$ cat src/rtl/aec_result_ascii_if.sv
// Result-in / ASCII-byte-out bundle for aec_result_ascii.
// master: the formatter (drives char_*, status); slave: the calculator/sink side.
interface aec_result_ascii_if;
  logic       valid;
  logic [6:0] result;
  logic [7:0] char_out;
  logic       char_valid;
  logic       char_ready;
  logic       char_last;
  logic       fifo_full;
  logic       drop_err;

  modport master (
    input  valid, result, char_ready,
    output char_out, char_valid, char_last,
    output fifo_full, drop_err
  );

  modport slave (
    output valid, result, char_ready,
    input  char_out, char_valid, char_last,
    input  fifo_full, drop_err
  );
endinterface

$ cat src/rtl/aec_result_ascii.sv
// Buffers 7-bit calculator results in a FIFO and streams each one as decimal
// ASCII (optional terminator) on a valid/ready byte port. Ports: clk, rst, io.
module aec_result_ascii #(
  parameter int          DEPTH     = 4,
  parameter logic [7:0]  TERM      = 8'h0A,
  parameter bit          SEND_TERM = 1'b1
) (
  input  logic                clk,
  input  logic                rst,
  aec_result_ascii_if.master  io
);
  localparam int AW = $clog2(DEPTH);

  typedef enum logic [2:0] {
    IDLE, LOAD, SEND_H, SEND_T, SEND_O, SEND_TRM
  } state_t;

  state_t        state;
  logic [6:0]    mem [DEPTH];
  logic [AW-1:0] wptr, rptr;
  logic [AW:0]   count;
  logic          full, pop, push;

  logic [6:0]    head, rem, lo;
  logic          hun;
  logic [3:0]    ten, one;
  logic [3:0]    t_q, o_q;

  logic [7:0]    out_q;
  logic          vld_q, last_q, drop_q;

  function automatic logic [7:0] asc(input logic [3:0] d);
    return 8'h30 + {4'h0, d};
  endfunction

  assign full = (count == (AW+1)'(DEPTH));
  assign pop  = (state == LOAD);
  // full is judged before the same-cycle pop
  assign push = io.valid && (!full || pop);

  // r <= 127: hundreds is 0 or 1, tens by compare ladder
  always_comb begin
    head = mem[rptr];
    hun  = (head >= 7'd100);
    rem  = hun ? head - 7'd100 : head;
    ten  = 4'd0;
    for (int i = 1; i <= 9; i++) begin
      if (rem >= 7'(10 * i)) ten = 4'(i);
    end
    lo  = rem - 7'(10 * ten);
    one = lo[3:0];
  end

  always_ff @(posedge clk) begin
    if (push) mem[wptr] <= io.result;
  end

  always_ff @(posedge clk or posedge rst) begin
    if (rst) begin
      wptr   <= '0;
      rptr   <= '0;
      count  <= '0;
      drop_q <= 1'b0;
    end else begin
      if (push) wptr <= wptr + 1'b1;
      if (pop)  rptr <= rptr + 1'b1;
      unique case ({push, pop})
        2'b10:   count <= count + 1'b1;
        2'b01:   count <= count - 1'b1;
        default: count <= count;
      endcase
      if (io.valid && !push) drop_q <= 1'b1;
    end
  end

  always_ff @(posedge clk or posedge rst) begin
    if (rst) begin
      state  <= IDLE;
      t_q    <= '0;
      o_q    <= '0;
      out_q  <= '0;
      vld_q  <= 1'b0;
      last_q <= 1'b0;
    end else begin
      unique case (state)
        IDLE: begin
          if (count != '0) state <= LOAD;
        end
        LOAD: begin
          t_q   <= ten;
          o_q   <= one;
          vld_q <= 1'b1;
          if (hun) begin
            state  <= SEND_H;
            out_q  <= 8'h31;
            last_q <= 1'b0;
          end else if (ten != 4'd0) begin
            state  <= SEND_T;
            out_q  <= asc(ten);
            last_q <= 1'b0;
          end else begin
            state  <= SEND_O;
            out_q  <= asc(one);
            last_q <= !SEND_TERM;
          end
        end
        SEND_H: begin
          if (io.char_ready) begin
            state <= SEND_T;
            out_q <= asc(t_q);
          end
        end
        SEND_T: begin
          if (io.char_ready) begin
            state  <= SEND_O;
            out_q  <= asc(o_q);
            last_q <= !SEND_TERM;
          end
        end
        SEND_O: begin
          if (io.char_ready) begin
            if (SEND_TERM) begin
              state  <= SEND_TRM;
              out_q  <= TERM;
              last_q <= 1'b1;
            end else begin
              state  <= IDLE;
              out_q  <= '0;
              vld_q  <= 1'b0;
              last_q <= 1'b0;
            end
          end
        end
        SEND_TRM: begin
          if (io.char_ready) begin
            state  <= IDLE;
            out_q  <= '0;
            vld_q  <= 1'b0;
            last_q <= 1'b0;
          end
        end
        default: begin
          state  <= IDLE;
          vld_q  <= 1'b0;
          last_q <= 1'b0;
        end
      endcase
    end
  end

  assign io.char_out   = out_q;
  assign io.char_valid = vld_q;
  assign io.char_last  = last_q;
  assign io.fifo_full  = full;
  assign io.drop_err   = drop_q;
endmodule
$ cat src/flat_wrapper.sv
// flat-port wrapper written by rule: the top's interface ports become plain ports
module aec_result_ascii_flat 
#(
  parameter int          DEPTH     = 4,
  parameter logic [7:0]  TERM      = 8'h0A,
  parameter bit          SEND_TERM = 1'b1
)
  (clk, rst, io_valid, io_result, io_char_ready, io_char_out, io_char_valid, io_char_last, io_fifo_full, io_drop_err);
  aec_result_ascii_if io_i ();
  input  logic clk;
  input  logic rst;
  input wire logic [$bits(io_i.valid)-1:0] io_valid;
  input wire logic [$bits(io_i.result)-1:0] io_result;
  input wire logic [$bits(io_i.char_ready)-1:0] io_char_ready;
  output wire logic [$bits(io_i.char_out)-1:0] io_char_out;
  output wire logic [$bits(io_i.char_valid)-1:0] io_char_valid;
  output wire logic [$bits(io_i.char_last)-1:0] io_char_last;
  output wire logic [$bits(io_i.fifo_full)-1:0] io_fifo_full;
  output wire logic [$bits(io_i.drop_err)-1:0] io_drop_err;
  assign io_i.valid = io_valid;
  assign io_i.result = io_result;
  assign io_i.char_ready = io_char_ready;
  assign io_char_out = io_i.char_out;
  assign io_char_valid = io_i.char_valid;
  assign io_char_last = io_i.char_last;
  assign io_fifo_full = io_i.fifo_full;
  assign io_drop_err = io_i.drop_err;
  aec_result_ascii #(.DEPTH(DEPTH), .TERM(TERM), .SEND_TERM(SEND_TERM)) u_core (.clk(clk), .rst(rst), .io(io_i));
endmodule
$ cat config.mk
export PLATFORM = sky130hd
export DESIGN_NAME = aec_result_ascii_flat
export DESIGN_NICKNAME = d
export VERILOG_FILES = /design/src/rtl/aec_result_ascii_if.sv /design/src/rtl/aec_result_ascii.sv /design/src/flat_wrapper.sv
export SDC_FILE = /design/constraint.sdc
export NUM_CORES = 1
export LEC_CHECK = 0
export CAP_MARGIN = 40
export CORE_UTILIZATION = 62
export DETAILED_ROUTE_END_ITERATION = 6
export PLACE_DENSITY = 0.88
export SKIP_LAST_GASP = 1
export SLEW_MARGIN = 0
export SYNTH_ARGS = -nofsm -noshare
export SYNTH_HDL_FRONTEND = slang
export SYNTH_SLANG_ARGS = --single-unit
export TNS_END_PERCENT = 100
$ cat constraint.sdc
create_clock -name clk -period 11.4 [get_ports clk]
set_clock_uncertainty 0.1 [all_clocks]
set_input_delay 2.28 -clock clk [delete_from_list [all_inputs] [get_ports clk]]
set_output_delay 2.28 -clock clk [all_outputs]
set_load 0.01 [all_outputs]
### Word-level counts from Yosys, hierarchy flattened

Memories as Yosys holds them, arrays and structs flattened.
Index checks and enable logic that the tools add are counted.

* ROM bits: 0
* logic and storage cells: 97
* RAM bits: 28
* bits in latches: 0
* memories kept: 1
* flip-flop bits (word level): 29
* output and inout port bits: 12

* add/sub/neg operators: 10
* bitwise logic cells: 2
* shift operators: 0
* divide/modulo/power cells: 0
* order comparisons: 10
* equality and inequality tests: 14
* reductions and logical operators: 17
* mux-type cells: 32
* $mul: 1

Memories
* u_core.mem: depth 4, bits a word 7, read ports 1, clocked after Yosys merged registers in 0, write ports 1, RTL line aec_result_ascii.sv:19 `logic [6:0] mem [DEPTH];`

Operator list (number)
* 8-bit two-way mux: 6
* 8-bit one-hot mux with 5 select lines: 1
* 3-bit two-way mux: 11
* 6-bit by 4-bit adder with 7-bit output (first input constant): 4
* 7-bit greater-or-equal comparator (second input constant): 4
* 7-bit by 6-bit greater-or-equal comparator with 1-bit output (second input constant): 3
* 3-bit one-hot mux with 6 select lines: 1
* 7-bit by 5-bit greater-or-equal comparator with 1-bit output (second input constant): 2
* 5-bit AND reduction: 2
* 3-bit == test (second input constant): 3
* 4-bit two-way mux: 2
* 2-bit inequality test (second input constant): 4
* 7-bit by 4-bit greater-or-equal comparator with 1-bit output (second input constant): 1
* 7-bit two-way mux: 1
* 7-bit subtractor (second input constant): 1
* 3-bit by 2-bit == test with 1-bit output (second input constant): 2
* 1-bit one-hot mux with 3 select lines: 2
* 3-bit one-hot mux with 2 select lines: 1
* 1-bit two-way mux: 5
* 5-bit nonzero test: 1
* 2-bit by 1-bit adder with 2-bit output (second input constant): 2
* 3-bit by 4-bit multiplier with 3-bit output (first input constant): 1
* 2-bit two-way mux: 2
* 2-bit by 1-bit inequality test with 1-bit output (second input constant): 2
* 18 further kinds: 22

### Depth between registers and ports, before layout

Gate-level depths: netlist of the first run.
An unclocked memory read counts as a cell.

* word-level depth: 19
* mapped depth: 16
* depth with buffers taken out: 14

### Least setup slack after synthesis of the first run

Ideal clock, no wire load.

* kind: register -> register
* start: reg u_core.rptr[0]
* end: reg u_core.out_q[2], in the netlist u_core.io.char_out[2]
* slack: 7.550 ns
* period minus slack after synthesis: 3.850 ns
* arrival: 3.629 ns
* required time: 11.179 ns
* stages on the path, launching flop included: 17
* path through: dfrtp_1 > buf_6 > mux4_2 > buf_2 > ha_1 > nand2b_1 > o22ai_1 > a211oi_2 > o21ai_2 > buf_4 > and2_1 > a21boi_0 > o31ai_1 > fa_1 > nand2_1 > a21oi_1 > o22a_1

* word-level cells in the longest chain between the ends: 19

RTL lines
* start, declared: RTL line aec_result_ascii.sv:20 `logic [AW-1:0] wptr, rptr;`
* start signal, assigned: RTL line aec_result_ascii.sv:66 `if (pop) rptr <= rptr + 1'b1;`
* memory 4 x 7 bit *
* 7-bit subtractor or 7-bit greater-or-equal comparator (tied branches): RTL line aec_result_ascii.sv:45, aec_result_ascii.sv:44
* 7-bit two-way mux *: RTL line aec_result_ascii.sv:45 `rem = hun ? head - 7'd100 : head;`
* 7-bit by 4-bit greater-or-equal comparator with 1-bit output: RTL line aec_result_ascii.sv:48 `if (rem >= 7'(10 * i)) ten = 4'(i);`
* 1-bit two-way mux: RTL line aec_result_ascii.sv:48
* 2-bit two-way mux (2 in a row): RTL line aec_result_ascii.sv:48
* 3-bit two-way mux (4 in a row): RTL line aec_result_ascii.sv:48
* 4-bit two-way mux (2 in a row): RTL line aec_result_ascii.sv:48
* 3-bit by 4-bit multiplier with 3-bit output: RTL line aec_result_ascii.sv:50 `lo = rem - 7'(10 * ten);`
* 4-bit subtractor *: RTL line aec_result_ascii.sv:50
* net u_core.lo[2]: RTL line aec_result_ascii.sv:24 `logic [6:0] head, rem, lo;`
* 6-bit by 4-bit adder with 7-bit output *: RTL line aec_result_ascii.sv:33 `return 8'h30 + {4'h0, d};`
* 8-bit two-way mux *: RTL line aec_result_ascii.sv:97 `end else if (ten != 4'd0) begin`
* 8-bit two-way mux *: RTL line aec_result_ascii.sv:93 `if (hun) begin`
* 8-bit one-hot mux with 5 select lines *: RTL line aec_result_ascii.sv:85 `unique case (state)`
* end signal, assigned: RTL line aec_result_ascii.sv:99 `out_q <= asc(ten);`
* end signal, assigned: RTL line aec_result_ascii.sv:103 `out_q <= asc(one);`
* end signal, assigned: RTL line aec_result_ascii.sv:110 `out_q <= asc(t_q);`
* end, declared: RTL line aec_result_ascii.sv:29 `logic [7:0] out_q;`

The timed path passes the listed nets; every way through them passes the cells marked *.
A chain may end at the register's enable or synchronous reset.

### Final worst setup path of the first run

Same ends and word-level chain as after synthesis.

==> flow_summary_export.csv, run 1 <==
group,metric,value,unit
drt,routed_wl,6410,um
floorplanning,design.core.area,4820,um^2
drt,drt_pre_antenna_iters,5,
place,portBuffers,20,
drt,vias_per_cell,6.16,
drt,met1_length,2830,um
layout,most-common-layout-cells,"nand2_1 (46), edfxtp_1 (28), dfrtp_1 (26)",
drt,post_drt_wl_per_cell,16.4,um
floorplanning,die_h,73.5,um
hold_path,hold_start,"u_core.t_q[2]",
yosys,netlist_instances,316,
hold_path,hold_class,"reg -> reg",
yosys,synth.largest_area_cell,"edfxtp_1",
setup_path,critPathKind,"reg -> reg",
clocking,cts_sinks,54,
drt,first_iter_violations,219,
clocking,cts-hold-fix-buffers,0,
place,gp_congestion,0.864,
floorplanning,io_pins,23,
grt,grt_pass1_vias,2248,
setup_path,crit_fanout,11,
yosys,async_flop_share,0.481,
run_status,outcome,"completed",
clocking,ctsResizeCount,0,
clocking,clockRootBuffer,"clkbuf_8",
layout,final_nets,342,
grt,grt_start_max_net_pins,23,
sta,finalSetupTns,0,ps
layout,drive_gt1_frac,0.0833,
setup_path,critPathArrivalTime,4550,ps
setup_path,crit_required,11510,ps
place,dp.final_hpwl,4630,um
sta,finalCritPeriodShare,0.390,
layout,diodes,0,
hold_path,min_delay_path_depth,2,
yosys,synth_edf_count,28,
clocking,cts.path.max_buffers,2,
layout,final_common_cell,"nand2_1",
yosys,yosys-top-cells-area,"edfxtp_1 (27%), dfrtp_1 (21%), nand2_1 (5.5%)",
yosys,synth.ff_latch_count,54,
sta,worstMarginPinSlew,970,ps
sta,fmaxAchievable,0.225,GHz
layout,area_delta_synth_final,8.97,%
run,maxCapViolations,0,
sta,period_needed,4450,ps
sta,slew_headroom,0.352,
setup_path,r2r_slack,6950,ps
sta,hold_viol,0,
clocking,numCtsBuffers,5,
yosys,syn-cell-area,3170,um^2
sta,grt_setup_unrepaired,"no",
yosys,yosysWarnings,0,
clocking,cts_tree,"yes",
setup_path,timing.rr.end,"u_core.io.char_out[2]",
clocking,postCtsSetupRepairBufs,0,
sta,slew_viol_final,0,
yosys,ys.flop_type,"edfxtp_1",
setup_path,worst-r2r-cell-count,13,
drt,highest_layer,"met4",
sta,finalSetupViolations,0,
grt,grt_antenna_before_repair,0,
floorplanning,fp-row-count,25,
drt,via_count,2409,
setup_path,cp-end-kind,"flop",
yosys,synth.avg_cell_area,10.0,um^2
drt,route.met3.wl,350,um
setup_path,timing.rr.start,"u_core.rptr[0]",
yosys,ys_types,65,
drt,drc,0,
clocking,clk_latency,310,ps
grt,grt.overflow.total,0,
drt,route.met2.wl,3140,um
floorplanning,initial_core_util,0.658,
yosys,seq_area_frac_synth,0.471,
floorplanning,die_w,73.5,um
drt,drtAntennaViolNets,0,
grt,grt_usage,0.265,
clocking,htreeDepth,2,
setup_path,cp-start-kind,"flop",
yosys,synth_top_area_share,0.265,
hold_path,worstHoldEndpoint,"u_core.t_q[2]",
floorplanning,dieArea,5400,um^2
setup_path,startpoint,"u_core.rptr[0]",
clocking,clk_pin_slew_worst_paths,90,ps
grt,grt_pass1_wl,10600,um
## worst max-delay path by stage
stage	end	slack [ps]	cells past startpoint
3_5_place_dp	u_core.io.char_out[2]	6970	13
4_1_cts	u_core.io.char_out[2]	6940	13
6_report	u_core.io.char_out[2]	6950	13
2_1_floorplan	u_core.io.char_out[2]	7550	16
5_1_grt	u_core.io.char_out[2]	6720	14
3_3_place_gp	u_core.io.char_out[2]	7130	13
## cell type report
cell class                 instances  area (um^2)
fill                             352         1370
clock buffer                       6         72.6
timing repair buffer              21          215
tap                               67         83.8
multi-input combinational        223         1480
clock inverter                     2         37.5
inverter                          18         67.6
sequential                        54         1490
## cell usage after synthesis, drive strengths merged, types with 4 or more instances
cell and instances:
nand3 6, a21oi 21, nand2b 8, o21ai 24, o22ai 7, inv 17
and2 7, edfxtp 28, xnor2 7, buf 13, nor2 20, nand2 46
ha 6, nor3 4, mux4 6, clkbuf 9, dfrtp 26
## flip-flops by register name, summed over array words and instances (netlist names)
| register | cells |
|---|---|
| u_core.io.char_last | 1 |
| u_core.io.drop_err | 1 |
| u_core.io.char_valid | 1 |
| u_core.state | 3 |
| u_core.o_q | 4 |
| u_core.mem | 28 |
| u_core.io.char_out | 5 |
| u_core.t_q | 4 |
| u_core.rptr | 2 |
| u_core.wptr | 2 |
| u_core.count | 3 |
## metal layers
layer	track usage	vias up
met5	0	-
met3	0.0508	10
met1	0.354	1156
met2	0.434	95
li1	-	1148
met4	0.0919	0
## cell families (layout without fill, tap and decap cells)
family	after synthesis	after routing	share of synthesized area
AND/OR/NAND/NOR	106	106	0.159
AO/OA/AOI/OAI	88	88	0.189
flip-flops	54	54	0.471
buffers and inverters	40	47	0.0620
multiplexers	11	11	0.0592
adder cells (fa/ha/maj)	8	8	0.0363
XOR/XNOR	8	8	0.0221
other	1	2	0.00118
## metrics by stage
stage	cells	hold WS, ps	area, um^2	utilization	worst slack [ps]
floorplan	317	346	3170	-	7550
global placement	382	361	3330	0.691	7130
detailed placement	383	362	3340	0.694	6970
CTS	391	392	3450	0.717	6940
global route	391	406	3450	0.717	6720
finish	391	388	3450	0.717	6950
## worst max-delay path, cell delays in order, from the launching register on
cell	delay [ps]
dfrtp_1	680
mux4_2	640
inv_1	110
ha_1	160
nand2_1	60
o22ai_1	330
a211oi_2	180
o211ai_1	640
o32ai_1	230
o31ai_1	400
fa_1	500
nand2_1	70
a21oi_1	70
o22a_1	180
Power of run 1 is left out: the tool's default activity adds up to more than one toggle a clock period on the data nets, which glitch-free logic cannot reach.
==> run 2: changes to the inputs <==
Settings changed: CORE_UTILIZATION 62 to 59, PLACE_DENSITY 0.88 to 0.84.
Clock period 11.4 ns to 4.7 ns, I/O delays scaled along.
==> flow_summary_export.csv, run 2 (same netlist as run 1, synthesis figures left out) <==
group,metric,value,unit
layout,largest_reg_flops,28,
floorplanning,die_h,75.3,um
layout,largest_register,"u_core.mem",
layout,diodes,0,
drt,via_count,2409,
drt,first_iter_violations,180,
layout,final_common_cell,"nand2_1",
grt,grt_pass1_wl,10200,um
clocking,postCtsSetupRepairBufs,0,
floorplanning,fp-row-count,26,
setup_path,critPathArrivalTime,4230,ps
setup_path,critPathKind,"reg -> reg",
clocking,htreeDepth,2,
run_status,outcome,"completed",
clocking,cts_tree,"yes",
grt,grt_antenna_before_repair,0,
clocking,clockRootBuffer,"clkbuf_8",
hold_path,hold_class,"reg -> reg",
setup_path,path_common_cell,"nand2_1",
clocking,clk_latency,310,ps
layout,fill_cells,415,
layout,regArea,1490,um^2
grt,grt_pass1_vias,2195,
clocking,clk_pin_slew_worst_paths,90,ps
place,gp_congestion,0.883,
clocking,cts_sinks,54,
floorplanning,design.core.area,5140,um^2
floorplanning,io_pins,23,
sta,grt_setup_unrepaired,"no",
sta,fmaxAchievable,0.242,GHz
drt,drtAntennaViolNets,0,
sta,period_needed,4130,ps
setup_path,path_delay_family,"compound AO/OA/AOI/OAI gates",
sta,hold_viol,0,
layout,multiInputGateArea,1480,um^2
drt,drc,0,
drt,drt_pre_antenna_iters,5,
layout,drive_gt1_frac,0.0945,
drt,vias_per_cell,6.05,
setup_path,path_cells,"mux4_2 > inv_1 > ha_1 > nand2_1 > o22ai_1 > a211oi_2 > o21ai_2 > nand2b_1 > o32ai_1 > o31ai_1 > fa_1 > nand2_1 > a21oi_1 > o22a_1",
clocking,numCtsBuffers,5,
place,dp.final_hpwl,4540,um
sta,worstMarginPinSlew,638,ps
clocking,cts-hold-fix-buffers,0,
setup_path,max_stage_delay,610,ps
sta,finalSetupTns,0,ps
layout,most-common-layout-cells,"nand2_1 (46), edfxtp_1 (28), dfrtp_1 (26)",
grt,grt_start_max_net_pins,23,
sta,finalCritPeriodShare,0.878,
grt,grt_usage,0.246,
floorplanning,die_w,75.3,um
clocking,ctsResizeCount,0,
setup_path,cp-end-kind,"flop",
place,portBuffers,20,
layout,final_nets,346,
drt,routed_wl,6380,um
setup_path,cp-start-kind,"flop",
run,maxCapViolations,0,
drt,post_drt_wl_per_cell,16.0,um
setup_path,crit_fanout,12,
setup_path,r2r_slack,570,ps
sta,finalSetupViolations,0,
layout,area_delta_synth_final,9.68,%
clocking,cts.path.max_buffers,2,
grt,grt.overflow.total,0,
sta,slew_headroom,0.572,
floorplanning,dieArea,5670,um^2
setup_path,crit_required,4810,ps
floorplanning,initial_core_util,0.616,
sta,slew_viol_final,0,
setup_path,critPathBufInv,1,
setup_path,slowest_stage,"mux4_2",
[run 2: final timing paths]
check / start / endpoint / depth (start not counted)
setup / recovery: u_core.rptr[0] / u_core.io.char_out[2] / 14
hold reg to reg: u_core.t_q[3] / u_core.t_q[3] / 2
hold / removal: u_core.t_q[3] / u_core.t_q[3] / 2
max in group asynchronous: rst / u_core.rptr[0] / 3
setup reg to reg: u_core.rptr[0] / u_core.io.char_out[2] / 14
min in group asynchronous: rst / u_core.count[0] / 2
[run 2: stage by stage]
stage / setup slack [ps] / std cells / util / cell area [um^2] / hold WS [ps]
6_report: 571 / 398 / 0.676 / 3470 / 395
2_1_floorplan: 850 / 317 / - / 3170 / 346
4_1_cts: 562 / 398 / 0.676 / 3470 / 393
5_1_grt: 220 / 398 / 0.676 / 3470 / 417
3_3_place_gp: 685 / 389 / 0.654 / 3360 / 364
3_5_place_dp: 578 / 390 / 0.659 / 3390 / 370
[run 2: cell type report]
type	count	area share
Multi-Input combinational cell	223	0.427
Clock buffer	6	0.0209
Clock inverter	2	0.00396
Inverter	18	0.0194
Tap cell	70	0.0252
Timing Repair Buffer	25	0.0742
Sequential cell	54	0.429
[run 2: worst reg2reg max path: cells and delay by family, from the launching register on]
kind | cells | cell delay (ps)
DFF | 1 | 530
buffers and inverters | 1 | 110
and+or+nand+nor | 3 | 370
adders and majority gates | 2 | 670
muxes | 1 | 610
AOI/OAI and AO/OA | 7 | 1650
[run 2: routing by layer]
| metal | track usage | routed length [um] | vias up |
|---|---|---|---|
| li1 | - | - | 1159 |
| met1 | 0.321 | 2760 | 1142 |
| met2 | 0.411 | 3130 | 89 |
| met3 | 0.0549 | 356 | 19 |
| met4 | 0.0844 | 126 | 0 |
| met5 | 0 | 0 | - |
Power of run 2 is left out for the same reason.
